--- src/rtl/pipe_hazard_ctrl_pkg.sv ---
// Shared pipeline types: FSM states, register index type,
// opcode constants and the load-use hazard rule.
package pipe_hazard_ctrl_pkg;

  typedef enum logic [1:0] {
    RUN      = 2'd0,
    MEM_WAIT = 2'd1,
    ERROR    = 2'd2
  } state_t;

  typedef logic [4:0] regidx_t;

  localparam regidx_t    X0           = 5'd0;
  localparam logic [6:0] OPCODE_LOAD  = 7'b0000011;
  localparam logic [6:0] OPCODE_STORE = 7'b0100011;

  // Store data (rs2) is forwarded in MEM, so stores never stall on rs2.
  function automatic logic is_load_use(
    input logic    memread,
    input regidx_t rd,
    input regidx_t rs1,
    input regidx_t rs2,
    input logic    store
  );
    return memread && (rd != X0) &&
           ((rd == rs1) || ((rd == rs2) && !store));
  endfunction

endpackage

--- src/rtl/pipe_hazard_ctrl_sat_counter.sv ---
// Saturating up-counter; holds at all-ones.
module sat_counter #(
  parameter int CNT_W = 32
) (
  input  logic             clk,
  input  logic             rstn,
  input  logic             inc,
  output logic [CNT_W-1:0] value
);

  always_ff @(posedge clk or negedge rstn) begin
    if (!rstn)
      value <= '0;
    else if (inc && (value != '1))
      value <= value + CNT_W'(1);
  end

endmodule

--- src/rtl/pipe_hazard_ctrl.sv ---
// Pipeline stall/flush scheduler with memory-wait
// watchdog and performance counters.
module pipe_hazard_ctrl
  import pipe_hazard_ctrl_pkg::*;
#(
  parameter int MEM_TIMEOUT = 64,
  parameter int CNT_W       = 32
) (
  input  logic             clk,
  input  logic             rstn,
  input  logic [4:0]       rs1_if,
  input  logic [4:0]       rs2_if,
  input  logic             memwrite_if,
  input  logic             ex_memread,
  input  logic [4:0]       ex_rd,
  input  logic             branch_taken_ex,
  input  logic             mem_req,
  input  logic             mem_ready,
  output logic             pc_en,
  output logic             ifid_en,
  output logic             ifid_flush,
  output logic             idex_en,
  output logic             idex_flush,
  output logic             exmem_en,
  output logic             memwb_flush,
  output logic             ctrl_error,
  output logic [CNT_W-1:0] stall_cycles,
  output logic [CNT_W-1:0] flush_count
);

  localparam int WW = $clog2(MEM_TIMEOUT) + 1;
  localparam logic [WW-1:0] W_LAST = WW'(MEM_TIMEOUT - 1);

  state_t        state;
  logic [WW-1:0] wait_cnt;

  logic load_use;
  logic halt;
  logic frz;
  logic br;
  logic lu;

  assign load_use = is_load_use(ex_memread, ex_rd,
                                rs1_if, rs2_if,
                                memwrite_if);

  // Mutually exclusive action selects in priority order.
  assign halt = (state == ERROR);
  assign frz  = (state == MEM_WAIT) ||
                ((state == RUN) && mem_req && !mem_ready);
  assign br   = !halt && !frz && branch_taken_ex;
  assign lu   = !halt && !frz && !branch_taken_ex
                && load_use;

  assign ctrl_error = halt;

  always_comb begin
    pc_en       = 1'b1;
    ifid_en     = 1'b1;
    ifid_flush  = 1'b0;
    idex_en     = 1'b1;
    idex_flush  = 1'b0;
    exmem_en    = 1'b1;
    memwb_flush = 1'b0;
    unique case (1'b1)
      halt, frz: begin
        pc_en       = 1'b0;
        ifid_en     = 1'b0;
        idex_en     = 1'b0;
        exmem_en    = 1'b0;
        memwb_flush = 1'b1;
      end
      br: begin
        ifid_flush = 1'b1;
        idex_flush = 1'b1;
      end
      lu: begin
        pc_en      = 1'b0;
        ifid_en    = 1'b0;
        idex_flush = 1'b1;
      end
      default: ;
    endcase
  end

  always_ff @(posedge clk or negedge rstn) begin
    if (!rstn) begin
      state    <= RUN;
      wait_cnt <= '0;
    end else begin
      unique case (state)
        RUN: begin
          if (mem_req && !mem_ready) begin
            state    <= MEM_WAIT;
            wait_cnt <= WW'(1);
          end
        end
        MEM_WAIT: begin
          if (mem_ready || !mem_req) begin
            state    <= RUN;
            wait_cnt <= '0;
          end else if (wait_cnt == W_LAST) begin
            state <= ERROR;
          end else begin
            wait_cnt <= wait_cnt + WW'(1);
          end
        end
        ERROR: ;
        default: begin
          state    <= RUN;
          wait_cnt <= '0;
        end
      endcase
    end
  end

  sat_counter #(.CNT_W(CNT_W)) u_stall_cnt (
    .clk   (clk),
    .rstn  (rstn),
    .inc   (!pc_en),
    .value (stall_cycles)
  );

  sat_counter #(.CNT_W(CNT_W)) u_flush_cnt (
    .clk   (clk),
    .rstn  (rstn),
    .inc   (br),
    .value (flush_count)
  );

endmodule

--- config.mk ---
export PLATFORM = sky130hd
export DESIGN_NAME = pipe_hazard_ctrl
export DESIGN_NICKNAME = d
export VERILOG_FILES = /design/src/rtl/pipe_hazard_ctrl_pkg.sv /design/src/rtl/pipe_hazard_ctrl_sat_counter.sv /design/src/rtl/pipe_hazard_ctrl.sv
export SDC_FILE = /design/constraint.sdc
export NUM_CORES = 1
export LEC_CHECK = 0
export BUFFER_PORTS_ARGS = -buffer_cell sky130_fd_sc_hd__buf_2
export CAP_MARGIN = 20
export CORE_ASPECT_RATIO = 1.25
export CORE_MARGIN = 2
export CORE_UTILIZATION = 30
export DETAILED_ROUTE_END_ITERATION = 12
export PLACE_DENSITY = 0.59
export SLEW_MARGIN = 20
export SYNTH_ARGS = -nofsm -noshare
export SYNTH_HDL_FRONTEND = slang
export SYNTH_HIERARCHICAL = 1
export SYNTH_SLANG_ARGS = --single-unit
export TNS_END_PERCENT = 30
--- constraint.sdc ---
create_clock -name clk -period 3.1 [get_ports clk]
set_clock_uncertainty 0.05 [all_clocks]
set_input_delay 0 -clock clk [delete_from_list [all_inputs] [get_ports clk]]
set_output_delay 0 -clock clk [all_outputs]
set_load 0.02 [all_outputs]
==> results.json <==
{
  "run_status": "finished, final reports clean",
  "place_area_mm2": 0.004602,
  "place_inst": 639,
  "clkTransAtPathRegs_ns": 0.06,
  "cts_buffers": 9,
  "worstMarginPinSlew_ns": 0.9550,
  "antenna_found_initial": 0,
  "cp_top_family": "simple AND/OR/NAND/NOR gates",
  "fin_cells": 657,
  "startpoint_type": "flop",
  "setup_viol": 0,
  "p_leak_nw": 2.243,
  "slew_headroom": 0.3633,
  "insertedDiodeCount": 0,
  "rsz0062_at_grt": "false",
  "grt_start_max_net_pins": 74,
  "drtPass1Iterations": 4,
  "period_share": 0.9052,
  "num_rows": 46,
  "drv_slew": 0,
  "timing.hold.ws_ns": 0.06641,
  "powerDensity_mw_per_mm2": 571.8,
  "grt_pass1_wl_um": 16270,
  "synth_warnings": 6,
  "fin_ws_ns": 0.2940,
  "timing.setup.tns_ns": 0,
  "criticalPathCategory": "reg2reg",
  "synth_top_cell_by_area": "dfrtp_1",
  "worst-path-max-fanout": 7,
  "dp_hpwl_um": 7305,
  "slowest_stage": "nor2b_1",
  "ir_drop_mv": 0.3617,
  "path_common_cell": "inv_1",
  "netlist_area_mm2": 0.003945,
  "clk_path_buf_depth": 2,
  "layout-drive-gt1-share": 0.2863,
  "worstSetupEndpointType": "flop",
  "slowest_delay_ns": 0.49,
  "final_nets": 509,
  "io_pins": 94,
  "worstSkewPairLatency_ns": 0.33,
  "ys.flop_type": "dfrtp_1",
  "seq_area_frac_synth": 0.4631,
  "synthesis.nets": 406,
  "vias_per_cell": 5.123,
  "yosys.area.top_type_share": 0.4631,
  "synth_edf_count": 0,
  "vias": 3366,
  "synth.most_common_cell": "dfrtp_1",
  "fmax_mhz": 356.4,
  "die_w_um": 106.6,
  "die-area_mm2": 0.01409,
  "final_util": 0.3887,
  "cp_data_required_time_ns": 3.30,
  "cts.sinks": 73,
  "power_mw": 2.839,
  "fin_area_mm2": 0.004966,
  "clockRootBuffer": "clkbuf_16",
  "grt_usage": 0.1442,
  "synthTopCellsByArea": "dfrtp_1 46%, xnor2_1 13%, nand4_1 4.9%",
  "path_cells": "or2_2 > o21a_1 > inv_1 > nand2_1 > inv_1 > and3_1 > nor2b_1 > nand4_1 > nor4_2 > xor2_1",
  "finalWirelength_um": 9858,
  "yosysUniqueCellTypes": 50,
  "avgSynthCellArea_um2": 10.35,
  "finalHoldViolations": 0,
  "die_h_um": 132.2,
  "arrival_ns": 3.00,
  "post-route-min-period_ns": 2.806,
  "syn_inst": 381,
  "tritoncts": "yes",
  "ys_ff_latch": 73,
  "routedWlPerCell_um": 15.00,
  "htree_levels": 3,
  "grt_pass1_vias": 3217,
  "antenna_left": 0,
  "gp_congestion": 0.8068,
  "ys_async_sr_fraction": 1.000,
  "drv_cap": 0,
  "hold_path.class": "in2reg",
  "core-area_mm2": 0.01278,
  "drcViolationCount": 0,
  "worst-path-buf-inv": 2,
  "dp_slack_ns": 0.3355,
  "yosys-top-cells-count": "73 x dfrtp_1, 57 x xnor2_1, 44 x nand2_1",
  "cts_resized": 0,
  "areaGrowthSynthToFinish_pct": 25.88,
  "start_util": 0.3088,
  "drt_iter0_markers": 178,
  "grt_overflow_total": 0,
  "port_buffers": 93
}
per-layer routing:
layer  vias to the layer above  part of all wire  track usage
met5                         -                 0            0
met4                         0             0.015      0.04834
met3                         9             0.067      0.03609
met2                       110              0.48       0.2360
met1                      1648              0.43       0.1852
li1                       1599                 -            -
cell families (layout without fill, tap and decap cells):
family          count (synthesis)  after routing  synth area share
simple gates                  186            186            0.2781
compound gates                 32             32           0.06248
fa+ha+maj                       3              3          0.009516
flops                          73             73            0.4631
xor+xnor                       69             69            0.1532
buf+inv                        12            120           0.01713
mux                             6              6           0.01649
worst reg2reg max path, stage by stage (launching register included):
cell,delay (ns)
dfrtp_1,0.41
or2_2,0.30
o21a_1,0.20
inv_1,0.13
nand2_1,0.10
inv_1,0.21
and3_1,0.24
nor2b_1,0.49
nand4_1,0.19
nor4_2,0.21
xor2_1,0.19
final timing paths:
check	from	to	slack [ns]	cells after the start
min in group asynchronous	rstn	u_stall_cnt/value[4]	0.36	3
max in group asynchronous	rstn	u_flush_cnt/value[20]	1.99	3
worst max-delay path	state[1]	u_flush_cnt/value[29]	0.29	10
worst max register to register	state[1]	u_flush_cnt/value[29]	0.29	10
worst min-delay path	mem_req	wait_cnt[0]	0.07	4
worst min register to register	wait_cnt[6]	wait_cnt[6]	0.44	1
repair_timing:
item,4_1_cts,5_1_grt
buffers inserted,0,0
hold endpoints to repair,75,0
hold buffers,2,0
layout make-up:
cell class | count | area (um^2)
Clock inverter | 6 | 115.1
Inverter | 5 | 18.77
Tap cell | 168 | 210.2
Timing Repair Buffer | 99 | 515.5
Clock buffer | 10 | 229.0
Multi-Input combinational cell | 296 | 2051
Sequential cell | 73 | 1827
Fill cell | 1283 | 7811
registers in the layout, summed over array words and instances (netlist names):
| signal | flops |
|---|---|
| u_flush_cnt/value | 32 |
| u_stall_cnt/value | 32 |
| wait_cnt | 7 |
| state | 2 |
layout by cell type (no fill, tap or decap), types with 5 or more instances in the layout:
cell type,netlist,final
buf_2,0,93
dfrtp_1,73,73
xnor2_1,57,57
nand2_1,44,44
nand3_1,32,32
nand4_1,31,31
nor2_1,20,20
xor2_1,12,12
and4_1,9,9
clkbuf_16,0,9
nor4_1,6,6
nor3_1,6,6
inv_1,5,5
and3_1,5,5
a21oi_1,5,5
o211ai_1,5,5
report_power, final:
part / internal [mW] / leakage (nW) / switching (mW) / total [mW]
clock network: 0.791 / 0.163 / 0.410 / 1.20
registers: 1.04 / 0.993 / 0.119 / 1.16
logic: 0.183 / 1.09 / 0.300 / 0.483
Power figures use the tool's default switching activity.
